### src/rtl/regfile_wb_arbiter.sv
`timescale 1ns/1ps
// Writeback arbiter: merges NLANES lane writebacks onto NWPORTS register-file write ports, with one skid entry per lane.
// Define WBARB_RR_EN for a round-robin lane order within each class; otherwise lane 0 always goes first.
module regfile_wb_arbiter #(
  parameter int XLEN    = 64,
  parameter int NLANES  = 4,
  parameter int NWPORTS = 2
) (
  input  logic                    clk,
  input  logic                    reset,
  input  logic [NLANES-1:0]       RegWriteW,
  input  logic [5*NLANES-1:0]     RdW,
  input  logic [XLEN*NLANES-1:0]  ResultW,
  output logic [NWPORTS-1:0]      we,
  output logic [5*NWPORTS-1:0]    wa,
  output logic [XLEN*NWPORTS-1:0] wd,
  output logic [NLANES-1:0]       StallWB,
  output logic [31:0]             PendingMask
);
  localparam int LW = $clog2(NLANES);

  logic [NLANES-1:0]         skid_v;
  logic [4:0]                skid_rd   [NLANES];
  logic [XLEN-1:0]           skid_data [NLANES];

  logic [4:0]                rd_in   [NLANES];
  logic [XLEN-1:0]           data_in [NLANES];
  logic [NLANES-1:0]         req_eff;
  logic [NLANES-1:0]         survive;
  logic [NLANES-1:0]         kill;
  logic [NLANES-1:0]         gnt_skid;
  logic [NLANES-1:0]         gnt_new;
  logic [NWPORTS-1:0]        we_c;
  logic [5*NWPORTS-1:0]      wa_c;
  logic [XLEN*NWPORTS-1:0]   wd_c;
  logic [LW-1:0]             ptr;
  logic [LW-1:0]             lane;
  logic                      cand;
  int                        n_grant;

`ifdef WBARB_RR_EN
  logic [LW-1:0]             last_lane;

  always_ff @(posedge clk or negedge reset) begin
    if (!reset) begin
      ptr <= '0;
    end else if (|we_c) begin
      ptr <= last_lane + 1'b1;
    end
  end
`else
  assign ptr = '0;
`endif

  // A stalled lane's inputs are ignored; x0 writes are dropped outright.
  always_comb begin
    for (int i = 0; i < NLANES; i++) begin
      rd_in[i]   = RdW[5*i +: 5];
      data_in[i] = ResultW[XLEN*i +: XLEN];
      req_eff[i] = RegWriteW[i] && !skid_v[i] && (rd_in[i] != 5'd0);
    end
  end

  // Same-rd collisions: highest new lane wins, and it supersedes any buffered copy.
  always_comb begin
    survive = req_eff;
    kill    = '0;
    for (int i = 0; i < NLANES; i++) begin
      for (int j = 0; j < NLANES; j++) begin
        if (j > i && req_eff[j] && rd_in[j] == rd_in[i]) begin
          survive[i] = 1'b0;
        end
      end
    end
    for (int k = 0; k < NLANES; k++) begin
      for (int i = 0; i < NLANES; i++) begin
        if (survive[i] && skid_v[k] && rd_in[i] == skid_rd[k]) begin
          kill[k] = 1'b1;
        end
      end
    end
  end

  // Walk skid entries first, then new requests, each starting at the pointer lane.
  always_comb begin
    we_c     = '0;
    wa_c     = '0;
    wd_c     = '0;
    gnt_skid = '0;
    gnt_new  = '0;
    n_grant  = 0;
    lane     = '0;
    cand     = 1'b0;
`ifdef WBARB_RR_EN
    last_lane = ptr;
`endif
    for (int p = 0; p < 2*NLANES; p++) begin
      lane = ptr + LW'(p % NLANES);
      if (p < NLANES) cand = skid_v[lane] && !kill[lane];
      else            cand = survive[lane];
      if (cand && n_grant < NWPORTS) begin
        for (int w = 0; w < NWPORTS; w++) begin
          if (w == n_grant) begin
            we_c[w] = 1'b1;
            if (p < NLANES) begin
              wa_c[5*w +: 5]       = skid_rd[lane];
              wd_c[XLEN*w +: XLEN] = skid_data[lane];
            end else begin
              wa_c[5*w +: 5]       = rd_in[lane];
              wd_c[XLEN*w +: XLEN] = data_in[lane];
            end
          end
        end
        if (p < NLANES) gnt_skid[lane] = 1'b1;
        else            gnt_new[lane]  = 1'b1;
`ifdef WBARB_RR_EN
        last_lane = lane;
`endif
        n_grant = n_grant + 1;
      end
    end
  end

  always_ff @(posedge clk or negedge reset) begin
    if (!reset) begin
      skid_v <= '0;
      for (int k = 0; k < NLANES; k++) begin
        skid_rd[k]   <= '0;
        skid_data[k] <= '0;
      end
    end else begin
      for (int k = 0; k < NLANES; k++) begin
        if (gnt_skid[k] || kill[k]) begin
          skid_v[k] <= 1'b0;
        end else if (survive[k] && !gnt_new[k]) begin
          skid_v[k]    <= 1'b1;
          skid_rd[k]   <= rd_in[k];
          skid_data[k] <= data_in[k];
        end
      end
    end
  end

  always_comb begin
    PendingMask = '0;
    for (int k = 0; k < NLANES; k++) begin
      if (skid_v[k]) PendingMask[skid_rd[k]] = 1'b1;
    end
  end

  // Write ports are gated by reset so they drop at once, before the flops settle.
  assign we      = reset ? we_c : '0;
  assign wa      = reset ? wa_c : '0;
  assign wd      = reset ? wd_c : '0;
  assign StallWB = skid_v;

endmodule

### config.mk
export PLATFORM = sky130hd
export DESIGN_NAME = regfile_wb_arbiter
export DESIGN_NICKNAME = d
export VERILOG_FILES = /design/src/rtl/regfile_wb_arbiter.sv
export SDC_FILE = /design/constraint.sdc
export NUM_CORES = 1
export LEC_CHECK = 0
export BUFFER_PORTS_ARGS = -buffer_cell sky130_fd_sc_hd__buf_2
export CORE_MARGIN = 4
export CORE_UTILIZATION = 45
export CTS_BUF_LIST = sky130_fd_sc_hd__clkbuf_8 sky130_fd_sc_hd__clkbuf_16
export DETAILED_ROUTE_END_ITERATION = 7
export GPL_ROUTABILITY_DRIVEN = 0
export PLACE_DENSITY = 0.76
export SLEW_MARGIN = 30
export SYNTH_ARGS = -nofsm -noshare
export SYNTH_HDL_FRONTEND = slang
export SYNTH_SLANG_ARGS = --single-unit
### constraint.sdc
create_clock -name clk -period 17 [get_ports clk]
set_input_delay 2.55 -clock clk [delete_from_list [all_inputs] [get_ports clk]]
set_output_delay 2.55 -clock clk [all_outputs]
set_load 0.005 [all_outputs]
# [Word-level counts from Yosys, hierarchy flattened]
# Cells that the tools add are included.
[classes] n_addsub=6 n_lt_le_gt_ge=15 eq_ne=29 mux=126 bitwise=7 n_reduce_logical=100
[op_table] op="$mux W128" n=8
[op_table] op="$mux W64" n=15
[op_table] op="$mux W32" n=10
[op_table] op="$logic_not A32 Y1" n=7
[op_table] op="$eq A2 B32 Y1 const A" n=6
[op_table] op="$lt A32 B3 Y1 const B" n=6
[op_table] op="$add A32 B2 Y32 const B" n=5
[op_table] op="$eq A5 B5 Y1" n=22
[op_table] op="$or A32 B32 Y32" n=3
[op_table] op="$mux W10" n=8
[op_table] op="$mux W5" n=15
[op_table] op="$logic_and A1 B1 Y1" n=65
[op_table] op="$mux W1" n=52
[op_table] op="$lt A5 B6 Y1 const B" n=4
[op_table] op="$demux W1 S5" n=4
[op_table] op="$ge A5 B1 Y1 const B" n=4
[op_table] op="$mux W2" n=10
[op_table] op="$reduce_bool A5 Y1" n=4
[op_table] op="$logic_not A1 Y1" n=12
[op_table] op="$mux W4" n=2
[op_table] op="$reduce_and A2 Y1" n=4
[op_table] op="$reduce_bool A2 Y1" n=4
[op_table] op="$mux W3" n=2
[op_table] op="$logic_or A1 B1 Y1" n=4
[op_table] op="other kinds (4)" n=7
[totals] register_bits=280 inputBits=282 out_inout_bits=176 elab_cells=295

# [Depth between registers and ports, before layout]
[logic_depth] word_depth=41 depth_mapped=31 ltp_nobuf=26

# [Worst setup path before layout]
# OpenSTA, ideal clock, no wires.
[synth_timing] path_type="input to output" startpoint="input port RdW[10]" endpoint="output port wa[5]" arrival_time_ns=8.549 required_ns=14.450 slack_ns=5.901 stages=27 path_buffers=4 cell_sequence="buf_2 -> or4_1 -> o21ai_1 -> a31o_2 -> o211ai_1 -> nor2_1 -> clkbuf_1 -> ha_1 -> nor2_1 -> fa_1 -> ha_1 -> nand2_1 -> nand2_1 -> ha_1 -> inv_1 -> o21ai_0 -> nand2_1 -> a21oi_2 -> xnor2_2 -> inv_1 -> ha_1 -> nand2b_1 -> or4_4 -> mux2i_1 -> clkbuf_1 -> buf_2 -> mux2i_1"
[synth_via] elab_chain_len=36 word_cells_on_any_way=114 cone_classes="add/sub: 6; order compare: 7; eq/ne: 14; mux: 43; reduce/logical: 44"
[synth_rtl] item="from (decl)" line="12" rtl="input logic [5*NLANES-1:0] RdW,"
[synth_rtl] item="$reduce_bool A5 Y1" line="60" rtl="req_eff[i] = RegWriteW[i] && !skid_v[i] && (rd_in[i] != 5'd0);"
[synth_rtl] item="$logic_and A1 B1 Y1" line="60"
[synth_rtl] item="$logic_and A1 B1 Y1" line="70" rtl="if (j > i && req_eff[j] && rd_in[j] == rd_in[i]) begin"
[synth_rtl] item="$mux W1 (2 in series)" line="70"
[synth_rtl] item="$logic_and A1 B1 Y1 (2 in series)" line="77" rtl="if (survive[i] && skid_v[k] && rd_in[i] == skid_rd[k]) begin"
[synth_rtl] item="$mux W1 (4 in series)" line="77"
[synth_rtl] item="$logic_not A1 Y1" line="99" rtl="if (p < NLANES) cand = skid_v[lane] && !kill[lane];"
[synth_rtl] item="$logic_and A1 B1 Y1" line="99"
[synth_rtl] item="(+15 left out)"
[synth_rtl] item="$mux W32" line="101" rtl="if (cand && n_grant < NWPORTS) begin"
[synth_rtl] item="$lt A32 B3 Y1" line="101"
[synth_rtl] item="$logic_and A1 B1 Y1" line="101"
[synth_rtl] item="$mux W32" line="101"
[synth_rtl] item="$lt A32 B3 Y1 / $eq A2 B32 Y1 (equally long branches)" line="101, 103"
[synth_rtl] item="$logic_and A1 B1 Y1 / $mux W5 (equally long branches)" line="101, 103"
[synth_rtl] item="$mux W10 (*)" line="101"
[synth_rtl] item="$mux W10 (*)" line="153" rtl="assign wa = reset ? wa_c : '0;"
[synth_rtl] item="to (decl)" line="15" rtl="output logic [5*NWPORTS-1:0] wa,"
# Mark *: on every way between the ends. The rest lies on a longest branch, timed or not.

# [Worst setup path in the final report]
[layout_timing] startpoint="input port RdW[5]" endpoint="output port wd[88]"
[layout_via] elab_chain_len=37 word_cells_on_any_way=106 cone_classes="add/sub: 6; order compare: 7; eq/ne: 14; mux: 43; reduce/logical: 36"
[layout_rtl] item="$reduce_bool A5 Y1" line="60"
[layout_rtl] item="$logic_and A1 B1 Y1" line="60"
[layout_rtl] item="$logic_and A1 B1 Y1" line="70"
[layout_rtl] item="$mux W1 (3 in series)" line="70"
[layout_rtl] item="$logic_and A1 B1 Y1 (2 in series)" line="77"
[layout_rtl] item="$mux W1 (4 in series)" line="77"
[layout_rtl] item="$logic_not A1 Y1" line="99"
[layout_rtl] item="$logic_and A1 B1 Y1" line="99"
[layout_rtl] item="(+15 left out)"
[layout_rtl] item="$mux W32" line="101"
[layout_rtl] item="$lt A32 B3 Y1" line="101"
[layout_rtl] item="$logic_and A1 B1 Y1" line="101"
[layout_rtl] item="$mux W32" line="101"
[layout_rtl] item="$lt A32 B3 Y1 / $eq A2 B32 Y1 (equally long branches)" line="101, 103"
[layout_rtl] item="$logic_and A1 B1 Y1 / $mux W64 (equally long branches)" line="101, 103"
[layout_rtl] item="$mux W128 (*)" line="101"
[layout_rtl] item="$mux W128 (*)" line="154" rtl="assign wd = reset ? wd_c : '0;"
[layout_rtl] item="to (decl)" line="16" rtl="output logic [XLEN*NWPORTS-1:0] wd,"
# Marks and branches as above.

==> results.yml <==
status:
  status: "finished clean"
sta:
  finalMaxSlewViolations: 0
  fin_crit_ns: 13.51
  setup_viol: 0
  fmax_mhz: 74.0
  fin_skew_ns: 0.0339
  fin_crit_sh_pct: 79.5
  setup_tns_ns: 0
  rsz0062_at_grt: "false"
  maxSlewHeadroom_pct: 30.7
  finalHoldViolCount: 0
  tightest_slew_ns: 1.04
cts:
  clock_sinks: 280
  cts_setup_buffers: 0
  clkLatencyLatePin_ns: 0.56
  ctsResizeCount: 0
  path_clk_slew_ns: 0.06
  h-tree-depth: 2
  cts-buffers-inserted: 34
  cts-root-buf: "clkbuf_16"
  clock_path_buffers: 3
  cts_hold_buf: 0
  tritoncts: "done"
worst_setup_path:
  cpMostUsedCell: "ha_1"
  critPathKind: "input pin to primary output"
  critical_path_buf_inv_count: 6
  path_delay_family: "simple AND/OR/NAND/NOR gates"
  cp-start-kind: "input pin"
  critical_path.max_fanout: 72
  reg2reg_slack_ns: 9.43
  reg2regPathDepth: 25
  crit_cells: 28
  worstPathRequired_ns: 14.45
  cp.arrival_ns: 10.96
  crit_end: "wd[88]"
  r2r-start: "StallWB[2]"
  slowest_delay_ns: 0.81
  end_kind: "primary output"
  r2r_end: "skid_data[7]"
  critPathLaunch: "RdW[5]"
  cp_slowest_cell: "and2_2"
logic_synthesis:
  synth-edff-count: 0
  netlist_top_cells_area: "dfrtp_1 (32%), mux2_2 (14%), a221o_1 (9.6%)"
  ys.flop_type: "dfrtp_1"
  synth_top_area_share_pct: 31.8
  ys_ff_latch: 280
  synth_cell_type_count: 59
  ys_seq_area_share_pct: 31.8
  yosysWarnings: 0
  synth_common_cells: "dfrtp_1 (280), mux2_2 (267), clkbuf_1 (225)"
  synthArstFlopShare_pct: 100
  synth_area_um2: 22000
  syn_inst: 2398
  syn_nets: 2697
  post-synth-top-count-cell: "dfrtp_1"
  synth_top_area_cell: "dfrtp_1"
  synth_area_per_cell_um2: 9.18
placement:
  placed_cells: 3247
  port_buffers: 457
  place_hpwl_mm: 56.8
  detailed_place.area_um2: 24500
final_layout:
  layout.nets: 2968
  drive_gt1_share_pct: 31.7
  fin_area_um2: 25700
  syn_to_final_growth_pct: 16.9
  finalNonFillerCells: 3318
route:
  vias: 23300
  ant_nets: 0
  vias_per_cell: 7.02
  dr.pass1.iters: 6
  routed_wirelength_mm: 88.6
  wl_per_cell_um: 26.7
  drc: 0
  dr.first_iter.drc_count: 3245
die:
  die_x_um: 229
  ios: 458
  dieArea_um2: 52500
  die_h_um: 229
  num_rows: 80
  core-area_um2: 48000
  start_util_pct: 45.8
pwr:
  p_per_area_nw_per_um2: 257
  vdd_drop_max_mv: 0.184
  leakage_nw: 11.4
global_routing:
  antenna_found_initial: 11
  grt_pass1_wl_mm: 136
  gr-total-overflow: 0
  grt_max_degree: 87
  track_usage_pct: 32.0
  grt_pass1_vias: 23400
worst_hold_path:
  min_path_type: "flip-flop to flip-flop"
flow_run:
  max_cap_violations: 0
==> logic make-up (layout without fill, tap and decap cells) <==
family / Yosys count / in the layout / synth area share [%]
buf+inv: 359 / 656 / 6.49
compound gates: 793 / 793 / 28.0
other cells: 0 / 8 / 0
xor+xnor: 93 / 93 / 3.74
simple gates: 449 / 449 / 8.89
mux: 407 / 407 / 20.0
flops: 280 / 280 / 31.8
fa+ha+maj: 17 / 17 / 1.00
==> how the worst min path moves through the flow <==
stage | startpoint | endpoint | slack, ns | depth (start not counted)
finish | skid_data[199] | skid_data[199] | 0.51 | 1
global route | skid_data[211] | skid_data[211] | 0.53 | 1
CTS | skid_data[199] | skid_data[199] | 0.51 | 1
detailed placement | skid_data[215] | skid_data[215] | 0.49 | 1
global placement | skid_data[220] | skid_data[220] | 0.49 | 1
floorplan | skid_data[251] | skid_data[251] | 0.48 | 1
==> final cells by class <==
type | instances | area, µm²
well taps | 615 | 769
clock inverters | 21 | 219
clock buffers | 41 | 947
multi-input cells | 1759 | 13800
inverters | 97 | 364
repair buffers | 497 | 2630
diodes | 8 | 20.0
fillers | 4247 | 22300
flip-flops and latches | 280 | 7010
==> layer usage <==
layer  GRT usage, %  part of all wire [%]
met5              0                 0.045
met4           16.3                   5.0
met3           6.78                    12
met2           52.0                    46
met1           40.3                    36
==> placed cells by master, fill, tap and decap left out, types with 8 or more instances in the layout <==
| cell | synthesis | routed |
|---|---|---|
| o221ai_1 | 24 | 24 |
| xnor2_1 | 41 | 41 |
| diode_2 | 0 | 8 |
| a221o_1 | 210 | 210 |
| o211ai_1 | 70 | 70 |
| mux2i_1 | 140 | 139 |
| nand3_1 | 40 | 35 |
| nand2_1 | 115 | 115 |
| nor3_1 | 20 | 17 |
| xor2_1 | 51 | 51 |
| a22oi_1 | 161 | 161 |
| mux2_2 | 267 | 266 |
| o21ai_0 | 75 | 75 |
| buf_4 | 7 | 35 |
| nor2_1 | 223 | 220 |
| ha_1 | 16 | 16 |
| a211oi_1 | 70 | 70 |
| buf_2 | 20 | 456 |
| a21o_1 | 69 | 69 |
| a21oi_1 | 76 | 71 |
| o22ai_1 | 11 | 11 |
| clkbuf_16 | 0 | 34 |
| dfrtp_1 | 280 | 280 |
| inv_1 | 96 | 102 |
==> registers in the layout (all words and copies together) (netlist names) <==
name	count
skid_data	256
skid_rd	20
StallWB	4
==> where the power goes <==
group | switching (mW) | leakage (nW) | internal, mW
sequential | 0.351 | 3.32 | 1.02
combinational | 2.50 | 7.46 | 1.97
clock | 0.305 | 0.601 | 0.459
total | 3.16 | 11.4 | 3.45
==> worst register-to-register path: stages (launching register included) <==
cell and delay [ns]:
dfrtp_1 0.49, nor2b_1 0.19, o21ai_1 0.12, or4_1 0.60, and3_1 0.36, a21oi_1 0.44, ha_1 0.33, nor2_1 0.11
fa_1 0.40, inv_1 0.22, a211o_1 0.53, nand2_1 0.20, ha_1 0.33, inv_1 0.05, o21ai_0 0.29, nand2_1 0.11
a21oi_2 0.38, xnor2_2 0.26, inv_1 0.15, ha_1 0.31, nand2b_1 0.09, nor2b_1 0.13, nor2_1 0.08, nor2_4 0.12
buf_4 0.71, mux2_2 0.45
==> through the flow <==
stage | total power, mW | util, % | setup WS [ns] | hold slack (ns)
2_1_floorplan | 4.26 | - | 5.90 | 0.480
3_3_place_gp | 5.59 | 50.9 | 4.00 | 0.488
3_5_place_dp | 5.71 | 51.0 | 3.67 | 0.494
4_1_cts | 6.49 | 53.4 | 3.66 | 0.507
5_1_grt | 6.94 | 53.5 | 3.01 | 0.528
6_report | 6.61 | 53.5 | 3.49 | 0.508
Note: power is estimated with default switching activity, not from simulation.
